==> config.mk <==
export PLATFORM = sky130hd
export DESIGN_NAME = dfi_loopback_responder_flat
export DESIGN_NICKNAME = d
export VERILOG_FILES = /design/src/rtl/dfi_loopback_if.sv /design/src/rtl/dfi_loopback_responder.sv /design/src/flat_wrapper.sv
export SDC_FILE = /design/constraint.sdc
export NUM_CORES = 2
export LEC_CHECK = 0
export CORE_MARGIN = 4
export CORE_UTILIZATION = 60
export DETAILED_ROUTE_END_ITERATION = 12
export PLACE_DENSITY_LB_ADDON = 0.08
export SLEW_MARGIN = 20
export SYNTH_ARGS = -nofsm -noshare
export SYNTH_HDL_FRONTEND = slang
export SYNTH_SLANG_ARGS = --single-unit
==> constraint.sdc <==
create_clock -name clk -period 22.2 [get_ports clk]
set_input_delay 4.44 -clock clk [delete_from_list [all_inputs] [get_ports clk]]
set_output_delay 4.44 -clock clk [all_outputs]
set_load 0.02 [all_outputs]
==> src/rtl/dfi_loopback_if.sv <==
// DFI write/read data-path bundle between a controller (master) and a PHY-side
// responder (slave); phase n occupies bits [n*DATA_W +: DATA_W].
interface dfi_loopback_if #(
    parameter int unsigned DATA_W = 32
);
    logic [3:0]              dfi_wrdata_en;
    logic [4*DATA_W-1:0]     dfi_wrdata;
    logic [4*DATA_W/8-1:0]   dfi_wrdata_mask;
    logic [3:0]              dfi_rddata_en;
    logic [4*DATA_W-1:0]     dfi_rddata;
    logic [3:0]              dfi_rddata_valid;

    modport master (
        output dfi_wrdata_en,
        output dfi_wrdata,
        output dfi_wrdata_mask,
        output dfi_rddata_en,
        input  dfi_rddata,
        input  dfi_rddata_valid
    );

    modport slave (
        input  dfi_wrdata_en,
        input  dfi_wrdata,
        input  dfi_wrdata_mask,
        input  dfi_rddata_en,
        output dfi_rddata,
        output dfi_rddata_valid
    );
endinterface

==> src/rtl/dfi_loopback_responder.sv <==
// DFI loopback responder: latency-delayed write enables push masked write data into a
// circular store, latency-delayed read enables pop it back one registered cycle later.
module dfi_loopback_responder #(
    parameter int unsigned DATA_W  = 32,
    parameter int unsigned DEPTH   = 16,
    parameter int unsigned MAX_LAT = 31
) (
    input  logic                     clk,
    input  logic                     rst,
    input  logic [7:0]               wr_lat_cfg,
    input  logic [7:0]               rd_lat_cfg,
    dfi_loopback_if.slave            dfi,
    input  logic                     clear_err,
    output logic [$clog2(DEPTH):0]   occupancy,
    output logic                     overflow,
    output logic                     underflow,
    output logic [15:0]              wr_count,
    output logic [15:0]              rd_count
);
    localparam int unsigned EW  = 4 * DATA_W;
    localparam int unsigned AW  = $clog2(DEPTH);
    localparam int unsigned OW  = AW + 1;
    localparam int unsigned LW  = $clog2(MAX_LAT + 1);
    localparam int          NL  = int'(MAX_LAT);
    localparam int          BPP = int'(DATA_W / 8);

    // Stage i holds the enable vector presented i+1 cycles ago.
    logic [3:0]    wen_pipe_q [MAX_LAT];
    logic [3:0]    ren_pipe_q [MAX_LAT];
    logic [LW-1:0] wr_lat;
    logic [LW-1:0] rd_lat;
    logic [3:0]    wen_d;
    logic [3:0]    ren_d;

    logic [EW-1:0] mem_q [DEPTH];
    logic [AW-1:0] wr_ptr_q, rd_ptr_q;
    logic [OW-1:0] occupancy_q, occupancy_d;
    logic          overflow_q, underflow_q;
    logic [15:0]   wr_count_q, rd_count_q;
    logic [EW-1:0] rddata_q, rddata_d;
    logic [3:0]    rddata_valid_q;
    logic [EW-1:0] push_entry;

    logic full, empty, push, pop, push_ok, pop_ok;

    assign wr_lat = (wr_lat_cfg > 8'(MAX_LAT)) ? LW'(MAX_LAT) : LW'(wr_lat_cfg);
    assign rd_lat = (rd_lat_cfg > 8'(MAX_LAT)) ? LW'(MAX_LAT) : LW'(rd_lat_cfg);

    assign wen_d = (wr_lat == '0) ? dfi.dfi_wrdata_en : wen_pipe_q[wr_lat - LW'(1)];
    assign ren_d = (rd_lat == '0) ? dfi.dfi_rddata_en : ren_pipe_q[rd_lat - LW'(1)];

    always_ff @(posedge clk) begin
        if (rst) begin
            for (int i = 0; i < NL; i++) begin
                wen_pipe_q[i] <= '0;
                ren_pipe_q[i] <= '0;
            end
        end else begin
            wen_pipe_q[0] <= dfi.dfi_wrdata_en;
            ren_pipe_q[0] <= dfi.dfi_rddata_en;
            for (int i = 1; i < NL; i++) begin
                wen_pipe_q[i] <= wen_pipe_q[i-1];
                ren_pipe_q[i] <= ren_pipe_q[i-1];
            end
        end
    end

    assign full    = (occupancy_q == OW'(DEPTH));
    assign empty   = (occupancy_q == '0);
    assign push    = |wen_d;
    assign pop     = |ren_d;
    // A pop in the same cycle frees the slot, so a full store still accepts the push.
    assign push_ok = push && (!full || pop);
    assign pop_ok  = pop && !empty;

    always_comb begin
        push_entry = '0;
        for (int n = 0; n < 4; n++) begin
            for (int b = 0; b < BPP; b++) begin
                if (wen_d[n] && !dfi.dfi_wrdata_mask[n*BPP + b]) begin
                    push_entry[n*int'(DATA_W) + b*8 +: 8] =
                        dfi.dfi_wrdata[n*int'(DATA_W) + b*8 +: 8];
                end
            end
        end
    end

    always_comb begin
        rddata_d = '0;
        if (pop_ok) begin
            for (int n = 0; n < 4; n++) begin
                if (ren_d[n]) begin
                    rddata_d[n*int'(DATA_W) +: DATA_W] = mem_q[rd_ptr_q][n*int'(DATA_W) +: DATA_W];
                end
            end
        end
    end

    always_comb begin
        occupancy_d = occupancy_q;
        unique case ({push_ok, pop_ok})
            2'b10:   occupancy_d = occupancy_q + OW'(1);
            2'b01:   occupancy_d = occupancy_q - OW'(1);
            default: occupancy_d = occupancy_q;
        endcase
    end

    always_ff @(posedge clk) begin
        if (push_ok) begin
            mem_q[wr_ptr_q] <= push_entry;
        end
    end

    always_ff @(posedge clk) begin
        if (rst) begin
            wr_ptr_q       <= '0;
            rd_ptr_q       <= '0;
            occupancy_q    <= '0;
            overflow_q     <= 1'b0;
            underflow_q    <= 1'b0;
            wr_count_q     <= '0;
            rd_count_q     <= '0;
            rddata_q       <= '0;
            rddata_valid_q <= '0;
        end else begin
            occupancy_q    <= occupancy_d;
            rddata_q       <= rddata_d;
            rddata_valid_q <= ren_d;
            if (push_ok) begin
                wr_ptr_q   <= wr_ptr_q + AW'(1);
                wr_count_q <= wr_count_q + 16'd1;
            end
            if (pop_ok) begin
                rd_ptr_q <= rd_ptr_q + AW'(1);
            end
            if (pop) begin
                rd_count_q <= rd_count_q + 16'd1;
            end
            // A new error event outranks a simultaneous clear.
            if (push && full && !pop) begin
                overflow_q <= 1'b1;
            end else if (clear_err) begin
                overflow_q <= 1'b0;
            end
            if (pop && empty) begin
                underflow_q <= 1'b1;
            end else if (clear_err) begin
                underflow_q <= 1'b0;
            end
        end
    end

    assign dfi.dfi_rddata       = rddata_q;
    assign dfi.dfi_rddata_valid = rddata_valid_q;
    assign occupancy            = occupancy_q;
    assign overflow             = overflow_q;
    assign underflow            = underflow_q;
    assign wr_count             = wr_count_q;
    assign rd_count             = rd_count_q;
endmodule
==> src/flat_wrapper.sv <==
// flat-port wrapper written by rule: the top's interface ports become plain ports
module dfi_loopback_responder_flat 
#(
    parameter int unsigned DATA_W  = 32,
    parameter int unsigned DEPTH   = 16,
    parameter int unsigned MAX_LAT = 31
)
  (clk, rst, wr_lat_cfg, rd_lat_cfg, clear_err, occupancy, overflow, underflow, wr_count, rd_count, dfi_dfi_wrdata_en, dfi_dfi_wrdata, dfi_dfi_wrdata_mask, dfi_dfi_rddata_en, dfi_dfi_rddata, dfi_dfi_rddata_valid);
  dfi_loopback_if #(.DATA_W(DATA_W)) dfi_i ();
  input  logic clk;
  input  logic rst;
  input  logic [7:0] wr_lat_cfg;
  input  logic [7:0] rd_lat_cfg;
  input  logic clear_err;
  output logic [$clog2(DEPTH):0] occupancy;
  output logic overflow;
  output logic underflow;
  output logic [15:0] wr_count;
  output logic [15:0] rd_count;
  input wire logic [$bits(dfi_i.dfi_wrdata_en)-1:0] dfi_dfi_wrdata_en;
  input wire logic [$bits(dfi_i.dfi_wrdata)-1:0] dfi_dfi_wrdata;
  input wire logic [$bits(dfi_i.dfi_wrdata_mask)-1:0] dfi_dfi_wrdata_mask;
  input wire logic [$bits(dfi_i.dfi_rddata_en)-1:0] dfi_dfi_rddata_en;
  output wire logic [$bits(dfi_i.dfi_rddata)-1:0] dfi_dfi_rddata;
  output wire logic [$bits(dfi_i.dfi_rddata_valid)-1:0] dfi_dfi_rddata_valid;
  assign dfi_i.dfi_wrdata_en = dfi_dfi_wrdata_en;
  assign dfi_i.dfi_wrdata = dfi_dfi_wrdata;
  assign dfi_i.dfi_wrdata_mask = dfi_dfi_wrdata_mask;
  assign dfi_i.dfi_rddata_en = dfi_dfi_rddata_en;
  assign dfi_dfi_rddata = dfi_i.dfi_rddata;
  assign dfi_dfi_rddata_valid = dfi_i.dfi_rddata_valid;
  dfi_loopback_responder #(.DATA_W(DATA_W), .DEPTH(DEPTH), .MAX_LAT(MAX_LAT)) u_core (.clk(clk), .rst(rst), .wr_lat_cfg(wr_lat_cfg), .rd_lat_cfg(rd_lat_cfg), .dfi(dfi_i), .clear_err(clear_err), .occupancy(occupancy), .overflow(overflow), .underflow(underflow), .wr_count(wr_count), .rd_count(rd_count));
endmodule
==> reports/metrics.yaml <==
outcome:
  run_status: "finished clean"
global_routing:
  grt_use_total: 0.271
  antenna_found_initial: 13
  grt_max_degree: 227
  first_global_vias: 46500
  overflow: 0
  grt_pass1_wl_microns: 320000
synthesis:
  synth_edf_count: 2048
  syn_inst: 4651
  async_flop_share: 0
  yosysSeqAreaShare: 0.752
  synthDistinctLibCells: 80
  ys.flop_type: "edfxtp_1"
  syn_area_per_cell_sq_um: 20.1
  ys_ff_latch: 2479
  yosysWarnings: 0
  synth.net_count: 4834
  syn_area_sq_um: 93300
timing:
  max_freq_mhz: 87.6
  hold_viol_final: 0
  slew_headroom: 0.218
  tightest_slew_ns: 1.17
  fin_crit_ns: 11.42
  slew_viol_final: 0
  finClkSkew_ns: 0.0296
  fin_tns_setup_ns: 0
  post-route-period-util: 0.514
  rsz0062_at_grt: "no"
  finalSetupViolations: 0
setup_path:
  crit_chain: "clkdlybuf4s50_1 > or4_1 > inv_8 > ha_2 > xnor2_2 > buf_4 > mux2i_1 > a22oi_1 > nand4_1 > a211oi_4 > nor4b_4 > buf_4 > nor2_1 > buf_4 > and3_4 > buf_4 > buf_4"
  slowest_delay_ns: 0.98
  worstPathMaxFanout: 52
  crit_top_cell: "buf_4"
  crit_type: "primary input to register"
  crit_family: "buffers and inverters"
  end_kind: "register"
  cp-start-kind: "primary input"
  cp.arrival_ns: 11.87
  slowest_stage: "buf_4"
  path_buf_inv: 7
  worstPathRequired_ns: 22.65
clock_network:
  numCtsBuffers: 235
  cts_tree: "built"
  htreeDepth: 4
  cts.sinks: 2479
  cts_hold_buf: 0
  clk_pin_slew_ns: 0.06
  ctsResizeCount: 0
  cts_max_path_buffers: 3
  post_cts_buffers: 0
  worst_skew_pair.late_latency_ns: 0.85
  clockRootBuffer: "clkbuf_16"
finish:
  multi_input_area_sq_um: 22100
  final_area_sq_um: 107000
  seq_area_sq_um: 70100
  area_growth_pct: 14.6
  drive_gt1_frac: 0.215
  fill_cells: 9682
  fin_util: 0.693
  fin_nets: 5230
power_and_ir_drop:
  p_int_w: 0.00797
  comb_power_share: 0.111
  p_sw_frac: 0.223
  leakage_nw: 33.6
  switchingPower_w: 0.00229
  ir_worst_vdd_v: 0.0000789
  pwr_density_cell_nw_per_um2: 95.9
  clkPwrFrac: 0.391
  seq_power_share: 0.498
die:
  fp.dieW_microns: 402
  fp.coreArea_sq_um: 154000
  pin_count: 342
  initial_utilization: 0.605
  die_h_microns: 402
  die-area_sq_um: 162000
  row_count: 144
drt:
  wl_microns: 217000
  ant_nets: 0
  drc: 0
  dr.pass1.iters: 5
  via_count: 46300
  drtIter0Drc: 5900
  wire_per_inst_microns: 29.7
  avgViaCountPerCell: 6.34
placement:
  hpwl_microns: 123000
  place_congestion: 0.836
  dpl-instance-area_sq_um: 99000
  io_buffers: 341
hold_path:
  hp-class: "register to register"
run:
  cap_viol_max_count: 0
## through the flow
step | setup slack (ns) | total power [W] | cells | hold WS [ns]
after CTS | 10.61 | 0.0103 | 7300 | 0.446
final | 10.78 | 0.0103 | 7308 | 0.443
after global placement | 9.93 | 0.00636 | 6853 | 0.429
after floorplan | 10.84 | 0.00603 | 4651 | 0.416
after detailed placement | 9.73 | 0.00637 | 6853 | 0.436
after global routing | 10.43 | 0.0106 | 7304 | 0.472
## flip-flops by register name, indices dropped and copies added, names as in the netlist, named ones only
register / cells
u_core.dfi.dfi_rddata: 128
u_core.dfi.dfi_rddata_valid: 4
u_core.mem_q: 2048
u_core.occupancy: 5
u_core.overflow: 1
u_core.rd_count: 16
u_core.rd_ptr_q: 4
u_core.ren_pipe_q: 124
u_core.underflow: 1
u_core.wen_pipe_q: 124
u_core.wr_count: 16
u_core.wr_ptr_q: 4
## cell usage after synthesis, drive strengths merged, types with 65 or more instances
| cell type | number | area (sq um) |
|---|---|---|
| nor2b | 383 | 2400 |
| a211oi | 76 | 588 |
| and2 | 109 | 682 |
| dfxtp | 431 | 8630 |
| nand2 | 93 | 349 |
| mux4 | 619 | 13900 |
| clkbuf | 177 | 664 |
| nor2 | 91 | 352 |
| buf | 86 | 402 |
| edfxtp | 2048 | 61500 |
| nand3 | 65 | 325 |
## path summary, 6_finish.rpt
kind	from	to	slack, ns	cells after the start
worst max-delay path	wr_lat_cfg[7]	u_core.mem_q[6][119]$_DFFE_PP_	10.78	17
worst min-delay path	u_core.ren_pipe_q[9][0]$_SDFF_PP0_	u_core.ren_pipe_q[10][0]$_SDFF_PP0_	0.44	2
worst max register to register	u_core.ren_pipe_q[20][3]$_SDFF_PP0_	u_core.mem_q[6][119]$_DFFE_PP_	16.33	14
worst min register to register	u_core.ren_pipe_q[9][0]$_SDFF_PP0_	u_core.ren_pipe_q[10][0]$_SDFF_PP0_	0.44	2
## kinds of logic after synthesis
group,Yosys count,share of synthesized area
DFF,2479,0.752
and+or+nand+nor,887,0.0546
muxes,692,0.157
buffers and inverters,312,0.0135
AOI/OAI and AO/OA,251,0.0195
xor gates and xnor gates,18,0.00169
adders and majority gates,12,0.00161
## power by group through the flow
stage	logic (W)	registers (W)	clock network, W
floorplan	0.000826	0.00521	0
global placement	0.00115	0.00521	0
detailed placement	0.00115	0.00521	0
CTS	0.00116	0.00511	0.00407
global route	0.00122	0.00511	0.00428
finish	0.00114	0.00511	0.00401
## worst register-to-register path, cell delays in order (launching register included)
cell       delay [ns]
dfxtp_1          0.34
nor4bb_1         0.06
a221o_1          0.29
a21oi_1          0.16
o32ai_1          0.13
a2111oi_2        0.63
a21oi_1          0.15
buf_4            0.21
and3_1           0.16
buf_4            0.23
nor2_1           0.35
buf_4            0.29
and3_4           0.56
buf_4            0.99
buf_4            0.92
## layout make-up
class,count,area share
flip-flops and latches,2479,0.656
multi-input cells,1860,0.207
well taps,2044,0.0239
diodes,7,0.000164
inverters,49,0.00179
clock buffers,322,0.0614
repair buffers,422,0.0382
clock inverters,125,0.0117
## layout by cell type (no fill, tap or decap), types with 9 or more instances in the layout
master / n
a211oi_1: 74
a21oi_1: 50
a221o_1: 9
and2_1: 109
and3_1: 43
and3_4: 16
buf_4: 76
bufinv_16: 21
clkbuf_1: 55
clkbuf_16: 240
clkbuf_8: 25
clkdlybuf4s50_1: 340
clkinv_1: 32
clkinv_2: 50
dfxtp_1: 427
edfxtp_1: 2048
ha_1: 11
inv_1: 48
mux2_2: 10
mux2i_1: 59
mux4_2: 619
nand2_1: 93
nand3_1: 64
nand3b_1: 11
nand4_1: 15
nor2_1: 82
nor2b_1: 380
nor3_1: 13
o211ai_1: 10
o21ai_0: 13
o31ai_1: 12
or4_1: 17
xnor2_1: 10
## metal layers
layer  GRT usage  up-vias  share of wire
met5           0        -              0
met4      0.0621        0          0.019
met1       0.404    24500           0.42
met2       0.428     2039           0.49
met3      0.0480      278          0.078
li1            -    19500              -
Note: power is estimated with default switching activity, not from simulation.
